File: src/rtl/dma_pkg.sv
// Shared types and constants for the MM2S read-side unpacker.
// Pixel/beat geometry is fixed: 3 x 64-bit beats carry exactly 8 x 24-bit pixels.
package dma_pkg;
  localparam int PIX_W       = 24;
  localparam int BEAT_W      = 64;
  localparam int GROUP_BEATS = 3;
  localparam int GROUP_PIX   = 8;
  localparam int CNT_W       = 26;
  localparam int GROUP_W     = PIX_W * GROUP_PIX;

  typedef enum logic [1:0] {
    FILL  = 2'd0,
    FLUSH = 2'd1,
    DONE  = 2'd2
  } rd_state_t;

  // Whole pixels carried by the first `beats` beats of a group: floor(beats*64/24).
  function automatic logic [3:0] pix_per_beats(input logic [1:0] beats);
    logic [7:0] bits;
    bits = {beats, 6'd0};
    return 4'(bits / 8'd24);
  endfunction
endpackage

File: src/rtl/pixel_group_serializer.sv
// Drain side of the double buffer: holds one 192-bit group and hands out
// pix_lim pixels, one per data_vld & data_rdy transfer.
module pixel_group_serializer
  import dma_pkg::*;
(
  input  logic               sys_clk,
  input  logic               rst,
  input  logic               load,
  input  logic [GROUP_W-1:0] group,
  input  logic [3:0]         lim,
  input  logic               data_rdy,
  output logic [PIX_W-1:0]   data_out,
  output logic               data_vld,
  output logic               busy,
  output logic               last_pix,
  output logic               last_xfer
);
  logic [GROUP_W-1:0] drain_buf;
  logic [2:0]         pix_idx;
  logic [3:0]         pix_lim;
  logic               vld_q;
  logic               xfer;

  assign xfer      = vld_q & data_rdy;
  assign last_pix  = ({1'b0, pix_idx} == (pix_lim - 4'd1));
  assign last_xfer = xfer & last_pix;
  assign busy      = vld_q;
  assign data_vld  = vld_q;
  assign data_out  = drain_buf[PIX_W*pix_idx +: PIX_W];

  // A load coinciding with the final transfer reuses the slot without a bubble.
  always_ff @(posedge sys_clk) begin
    if (rst) begin
      drain_buf <= '0;
      pix_idx   <= '0;
      pix_lim   <= '0;
      vld_q     <= 1'b0;
    end else if (load) begin
      drain_buf <= group;
      pix_idx   <= '0;
      pix_lim   <= lim;
      vld_q     <= 1'b1;
    end else if (xfer) begin
      if (last_pix) vld_q   <= 1'b0;
      else          pix_idx <= pix_idx + 3'd1;
    end
  end
endmodule

File: src/rtl/dma_read_unpack.sv
// MM2S AXI4-Stream sink: unpacks 64-bit beats into 24-bit pixels, trims frame
// padding, flags the last pixel and records short-frame / tkeep errors.
module dma_read_unpack
  import dma_pkg::*;
(
  input  logic              sys_clk,
  input  logic              sys_rst,
  input  logic              frame_rst,
  input  logic [CNT_W-1:0]  frame_pixels,
  input  logic [BEAT_W-1:0] M_AXIS_MM2S_tdata,
  input  logic [7:0]        M_AXIS_MM2S_tkeep,
  input  logic              M_AXIS_MM2S_tlast,
  input  logic              M_AXIS_MM2S_tvalid,
  output logic              M_AXIS_MM2S_tready,
  output logic [PIX_W-1:0]  data_out,
  output logic              data_vld,
  input  logic              data_rdy,
  output logic              data_end,
  output logic              err_short,
  output logic              err_keep,
  output rd_state_t         state_dbg
);
  // Handshakes: a beat moves on a cycle where tvalid & tready are both high, a
  // pixel on data_vld & data_rdy; a valid source holds its payload until taken.
  logic               rst;
  rd_state_t          state, state_nx;
  logic [GROUP_W-1:0] fill_buf, assembled, ser_group;
  logic [1:0]         beat_cnt;
  logic               fill_full, fill_end, drain_end;
  logic [3:0]         fill_lim, ppb_now, close_lim, ser_lim;
  logic [CNT_W-1:0]   unassigned, unassigned_eff, remaining;
  logic               started, tlast_seen, end_done;
  logic               hs, fill_hs, enough, close_now, close_end, load_end;
  logic               ser_load, ser_busy, ser_last_pix, ser_last_xfer;

  assign rst = sys_rst | frame_rst;
  assign M_AXIS_MM2S_tready = ~fill_full & (state != DONE) & ~tlast_seen & ~rst;
  assign hs      = M_AXIS_MM2S_tvalid & M_AXIS_MM2S_tready;
  assign fill_hs = hs & (state == FILL);

  // unassigned = frame pixels not yet given to any group; frame_pixels is used
  // directly on the first beat of the frame.
  assign unassigned_eff = started ? unassigned : frame_pixels;
  assign ppb_now   = pix_per_beats(beat_cnt + 2'd1);
  assign enough    = (CNT_W'(ppb_now) >= unassigned_eff);
  assign close_end = M_AXIS_MM2S_tlast | enough;
  assign close_now = fill_hs & ((beat_cnt == 2'd2) | close_end);
  assign close_lim = enough ? unassigned_eff[3:0] : ppb_now;
  assign assembled = fill_buf | (GROUP_W'(M_AXIS_MM2S_tdata) << (BEAT_W*beat_cnt));

  // A closing beat bypasses fill_buf when the drain side is free, giving one-cycle latency.
  assign ser_load  = (fill_full | close_now) & (~ser_busy | ser_last_xfer);
  assign ser_group = fill_full ? fill_buf : assembled;
  assign ser_lim   = fill_full ? fill_lim : close_lim;
  assign load_end  = fill_full ? fill_end : close_end;

  always_ff @(posedge sys_clk) begin
    if (rst) begin
      state      <= FILL;
      fill_buf   <= '0;
      beat_cnt   <= '0;
      fill_full  <= 1'b0;
      fill_lim   <= '0;
      fill_end   <= 1'b0;
      drain_end  <= 1'b0;
      unassigned <= '0;
      remaining  <= '0;
      started    <= 1'b0;
      tlast_seen <= 1'b0;
      end_done   <= 1'b0;
      err_short  <= 1'b0;
      err_keep   <= 1'b0;
    end else begin
      state <= state_nx;
      if (hs && !started) begin
        started   <= 1'b1;
        remaining <= frame_pixels;
      end else if (data_vld && data_rdy && remaining != '0) begin
        remaining <= remaining - CNT_W'(1);
      end
      if (hs && M_AXIS_MM2S_tkeep != 8'hFF) err_keep <= 1'b1;
      if (hs && M_AXIS_MM2S_tlast) tlast_seen <= 1'b1;
      if (data_vld && data_rdy && data_end) end_done <= 1'b1;
      if (ser_load) drain_end <= load_end;

      if (close_now) begin
        unassigned <= enough ? '0 : unassigned_eff - CNT_W'(ppb_now);
        if (M_AXIS_MM2S_tlast && !enough) err_short <= 1'b1;
        beat_cnt <= '0;
        if (ser_load) begin
          fill_buf <= '0;
        end else begin
          fill_buf  <= assembled;
          fill_full <= 1'b1;
          fill_lim  <= close_lim;
          fill_end  <= close_end;
        end
      end else if (fill_hs) begin
        unassigned <= unassigned_eff;
        fill_buf   <= assembled;
        beat_cnt   <= beat_cnt + 2'd1;
      end else if (fill_full && ser_load) begin
        fill_full <= 1'b0;
        fill_buf  <= '0;
      end
    end
  end

  always_comb begin
    state_nx = state;
    case (state)
      FILL: begin
        if (close_now && close_end && !M_AXIS_MM2S_tlast) state_nx = FLUSH;
        else if (tlast_seen && end_done)                  state_nx = DONE;
      end
      FLUSH:   if (tlast_seen && end_done) state_nx = DONE;
      DONE:    state_nx = DONE;
      default: state_nx = FILL;
    endcase
  end

  assign state_dbg = state;
  // A truncated frame ends on the last pixel of its tlast group, before remaining hits 1.
  assign data_end  = data_vld & ((remaining == CNT_W'(1)) | (drain_end & ser_last_pix));

  pixel_group_serializer u_ser (
    .sys_clk   (sys_clk),
    .rst       (rst),
    .load      (ser_load),
    .group     (ser_group),
    .lim       (ser_lim),
    .data_rdy  (data_rdy),
    .data_out  (data_out),
    .data_vld  (data_vld),
    .busy      (ser_busy),
    .last_pix  (ser_last_pix),
    .last_xfer (ser_last_xfer)
  );
endmodule
File: config.mk
export PLATFORM = sky130hd
export DESIGN_NAME = dma_read_unpack
export DESIGN_NICKNAME = d
export VERILOG_FILES = /design/src/rtl/dma_pkg.sv /design/src/rtl/pixel_group_serializer.sv /design/src/rtl/dma_read_unpack.sv
export SDC_FILE = /design/constraint.sdc
export NUM_CORES = 1
export LEC_CHECK = 0
export ABC_AREA = 1
export ABC_CLOCK_PERIOD_IN_PS = 4120
export BUFFER_PORTS_ARGS = -buffer_cell sky130_fd_sc_hd__buf_2
export CORE_ASPECT_RATIO = 1.25
export CORE_MARGIN = 4
export CORE_UTILIZATION = 30
export DETAILED_ROUTE_END_ITERATION = 10
export SETUP_SLACK_MARGIN = 0.5
export SLEW_MARGIN = 5
export SYNTH_ARGS = -nofsm -noshare
export SYNTH_HDL_FRONTEND = slang
export SYNTH_SLANG_ARGS = --single-unit
File: constraint.sdc
create_clock -name sys_clk -period 4.12 [get_ports sys_clk]
set_input_delay 0.412 -clock sys_clk [delete_from_list [all_inputs] [get_ports sys_clk]]
set_output_delay 0.412 -clock sys_clk [all_outputs]
set_load 0.01 [all_outputs]
==> flow_metrics.tcl <==
set metrics [dict create \
    synthTopCellsByCount "nand2_1 (571), a21oi_1 (534), dfxtp_1 (460)" \
    power.density_nw_per_um2 384 \
    peakVddDrop_mv 0.318 \
    port_buffers 134 \
    netlist_area_um2 23100 \
    antenna_found_initial 16 \
    highest_layer "met5" \
    met3WireLength_um 4320 \
    cellLeakagePower_uw 0.00976 \
    rsz0062_at_grt "no" \
    grt_max_degree 197 \
    wl_per_cell_um 18.7 \
    syn_to_final_growth_pct 13.9 \
    fp.dieH_um 318 \
    synth-seq-cells 460 \
    ys_warn_count 0 \
    async_flop_share_pct 0 \
    dpl.hpwl_um 53000 \
    row_count 113 \
    fill_cells 8191 \
    wl_met1_um 36600 \
    cp-end-kind "register" \
    insertion_delay_ns 0.61 \
    pwr-share-seq_pct 44.7 \
    drive_above_1_share_pct 12.4 \
    max_cap_viol_count 0 \
    viasPerCell 5.19 \
    wl_met2_um 37800 \
    slew_headroom_pct 18.6 \
    fin_nets 3446 \
    drc_errors 0 \
    startpoint_type "register" \
    p_sw_uw 2600 \
    grt_pass1_vias 20473 \
    tightest_slew_ns 1.22 \
    r2r_slack_ns 0.74 \
    netlist.area_leader.share_pct 39.9 \
    yosysUniqueCellTypes 45 \
    cts_tree "yes" \
    first_pass_iters 6 \
    cts_max_path_buffers 3 \
    yosys.area.top_type "dfxtp_1" \
    yosysSeqAreaShare_pct 39.9 \
    finalWorstSetupSlack_ns 0.736 \
    critPathRequiredTime_ns 4.62 \
    track_usage_pct 18.8 \
    synth_cells 3356 \
    gp_congestion 0.913 \
    finalPower_uw 10100 \
    clk_pin_slew_worst_paths_ns 0.06 \
    path_max_fanout 28 \
    syn-num-nets 3473 \
    fin_crit_sh_pct 82.1 \
    setup_tns_ns 0 \
    switching_share_pct 25.8 \
    grt_overflow 0 \
    core_area_um2 76100 \
    ios 135 \
    grt_pass1_wl_um 124000 \
    cts_hold_buf 0 \
    die_x_um 256 \
    avgSynthCellArea_um2 6.87 \
    crit_type "register to register" \
    synth_ff_type "dfxtp_1" \
    arrival_ns 3.88 \
    cts.htree.levels 2 \
    drv_slew 0 \
    clkPwrFrac_pct 46.3 \
    pwr-share-comb_pct 9.0 \
    vias 22624 \
    drt_iter0_drc 1877 \
    intPower_uw 7480 \
    synth_edf_count 0 \
    wl_um 81600 \
    initial_core_util_pct 30.3 \
    setup_viol 0 \
    numCtsBuffers 48 \
    final_antenna_net_count 0 \
    min_period_ns 3.38 \
    hp-class "input port to register" \
    cts_root_buf "clkbuf_16" \
    status "finished, final reports clean" \
    post_synth_main_area_contributors "dfxtp_1 (40%), a21oi_1 (12%), nand2_1 (9.3%)" \
    max_freq_ghz 0.296 \
    post-place-ws_ns 0.171 \
    synth.most_common_cell "nand2_1" \
    cts.sinks 460 \
    skew_ns 0.0267 \
    finalHoldViolations 0 \
    die-area_um2 81400 \
]
==> path summary, 6_finish.rpt <==
path	from	to	cells past startpoint
max	started	u_ser.drain_buf[138]	18
max reg2reg	started	u_ser.drain_buf[138]	18
min	M_AXIS_MM2S_tdata[53]	fill_buf[117]	3
min reg2reg	fill_lim[1]	fill_lim[1]	2
==> sequential cells by signal, summed over array words and instances, names as in the netlist <==
register,count
fill_buf,192
u_ser.drain_buf,192
remaining,26
unassigned,26
fill_lim,4
u_ser.pix_lim,4
u_ser.pix_idx,3
beat_cnt,2
state_dbg,2
drain_end,1
end_done,1
err_keep,1
err_short,1
fill_end,1
fill_full,1
started,1
tlast_seen,1
u_ser.busy,1
==> through the flow <==
step / instances / hold WS [ns] / instance area [um^2] / utilization (%)
after floorplan: 3356 / 0.421 / 23100 / -
after global placement: 4239 / 0.429 / 24200 / 31.8
after detailed placement: 4239 / 0.433 / 24200 / 31.8
after CTS: 4333 / 0.0506 / 26000 / 34.2
after global routing: 4350 / 0.0864 / 26200 / 34.5
final: 4357 / 0.0779 / 26300 / 34.5
==> cells in the final DEF, fill, tap and decap left out, drive strengths merged, types with 12 or more instances in the layout <==
| cell type | Yosys | routed |
|---|---|---|
| dfxtp | 460 | 460 |
| ha | 12 | 12 |
| nor3 | 143 | 143 |
| a31o | 46 | 46 |
| diode | 0 | 12 |
| nor2 | 401 | 401 |
| clkbuf | 136 | 71 |
| clkinv | 0 | 14 |
| nand3 | 240 | 240 |
| a21oi | 594 | 594 |
| a31oi | 118 | 118 |
| buf | 134 | 185 |
| nand4 | 15 | 15 |
| nand2 | 577 | 582 |
| inv | 271 | 271 |
| xor2 | 23 | 23 |
| o21ai | 155 | 155 |
==> cell families after synthesis <==
kind of cell,Yosys count,share of synthesized area (%)
and+or+nand+nor,1386,25.3
xor gates and xnor gates,28,1.06
DFF,460,39.9
buffers and inverters,541,10.3
AOI/OAI and AO/OA,928,22.7
adders and majority gates,13,0.738
==> timing repair <==
item | in CTS | in global routing
buffers inserted | 1 | 7
cloned | 4 | 5
gates resized for setup | 5 | 11
pin swaps | 2 | 2
setup endpoints to repair | 360 | 338
==> critical path, stage by stage, from the launching register on <==
cell       delay, ns
dfxtp_2         0.35
inv_6           0.17
nand2_1         0.15
nand2_1         0.09
inv_1           0.06
ha_1            0.22
fa_1            0.45
nor2_2          0.19
nor2_1          0.07
nand3_1         0.09
nor2_1          0.05
nand2_2         0.10
nand4_4         0.19
nand2_8         0.17
nand2_8         0.14
nand2_8         0.23
buf_4           0.18
clkbuf_16       0.25
a21oi_1         0.09
==> per-layer routing <==
layer	global-route usage (%)	vias up
met2	30.4	672
met3	2.63	129
met4	7.19	8
met1	25.4	10646
li1	-	11169
met5	0	-
==> cell type report <==
type	instances	area [um^2]	share of cell area, %
Multi-Input combinational cell	2360	11600	44.2
Clock buffer	68	1410	5.36
Sequential cell	460	9220	35.1
Timing Repair Buffer	188	1470	5.59
Clock inverter	21	279	1.06
Antenna cell	12	30.0	0.114
Inverter	271	1030	3.93
Tap cell	977	1220	4.65
==> power groups by stage <==
| stage | clock, uW | sequential, uW | combinational (uW) |
|---|---|---|---|
| 2_1_floorplan | 0 | 4600 | 601 |
| 6_report | 4660 | 4510 | 909 |
| 5_1_grt | 4900 | 4510 | 1010 |
| 3_3_place_gp | 0 | 4610 | 867 |
| 4_1_cts | 4740 | 4510 | 884 |
| 3_5_place_dp | 0 | 4610 | 869 |
No activity file was read; power rests on OpenSTA's default activity.
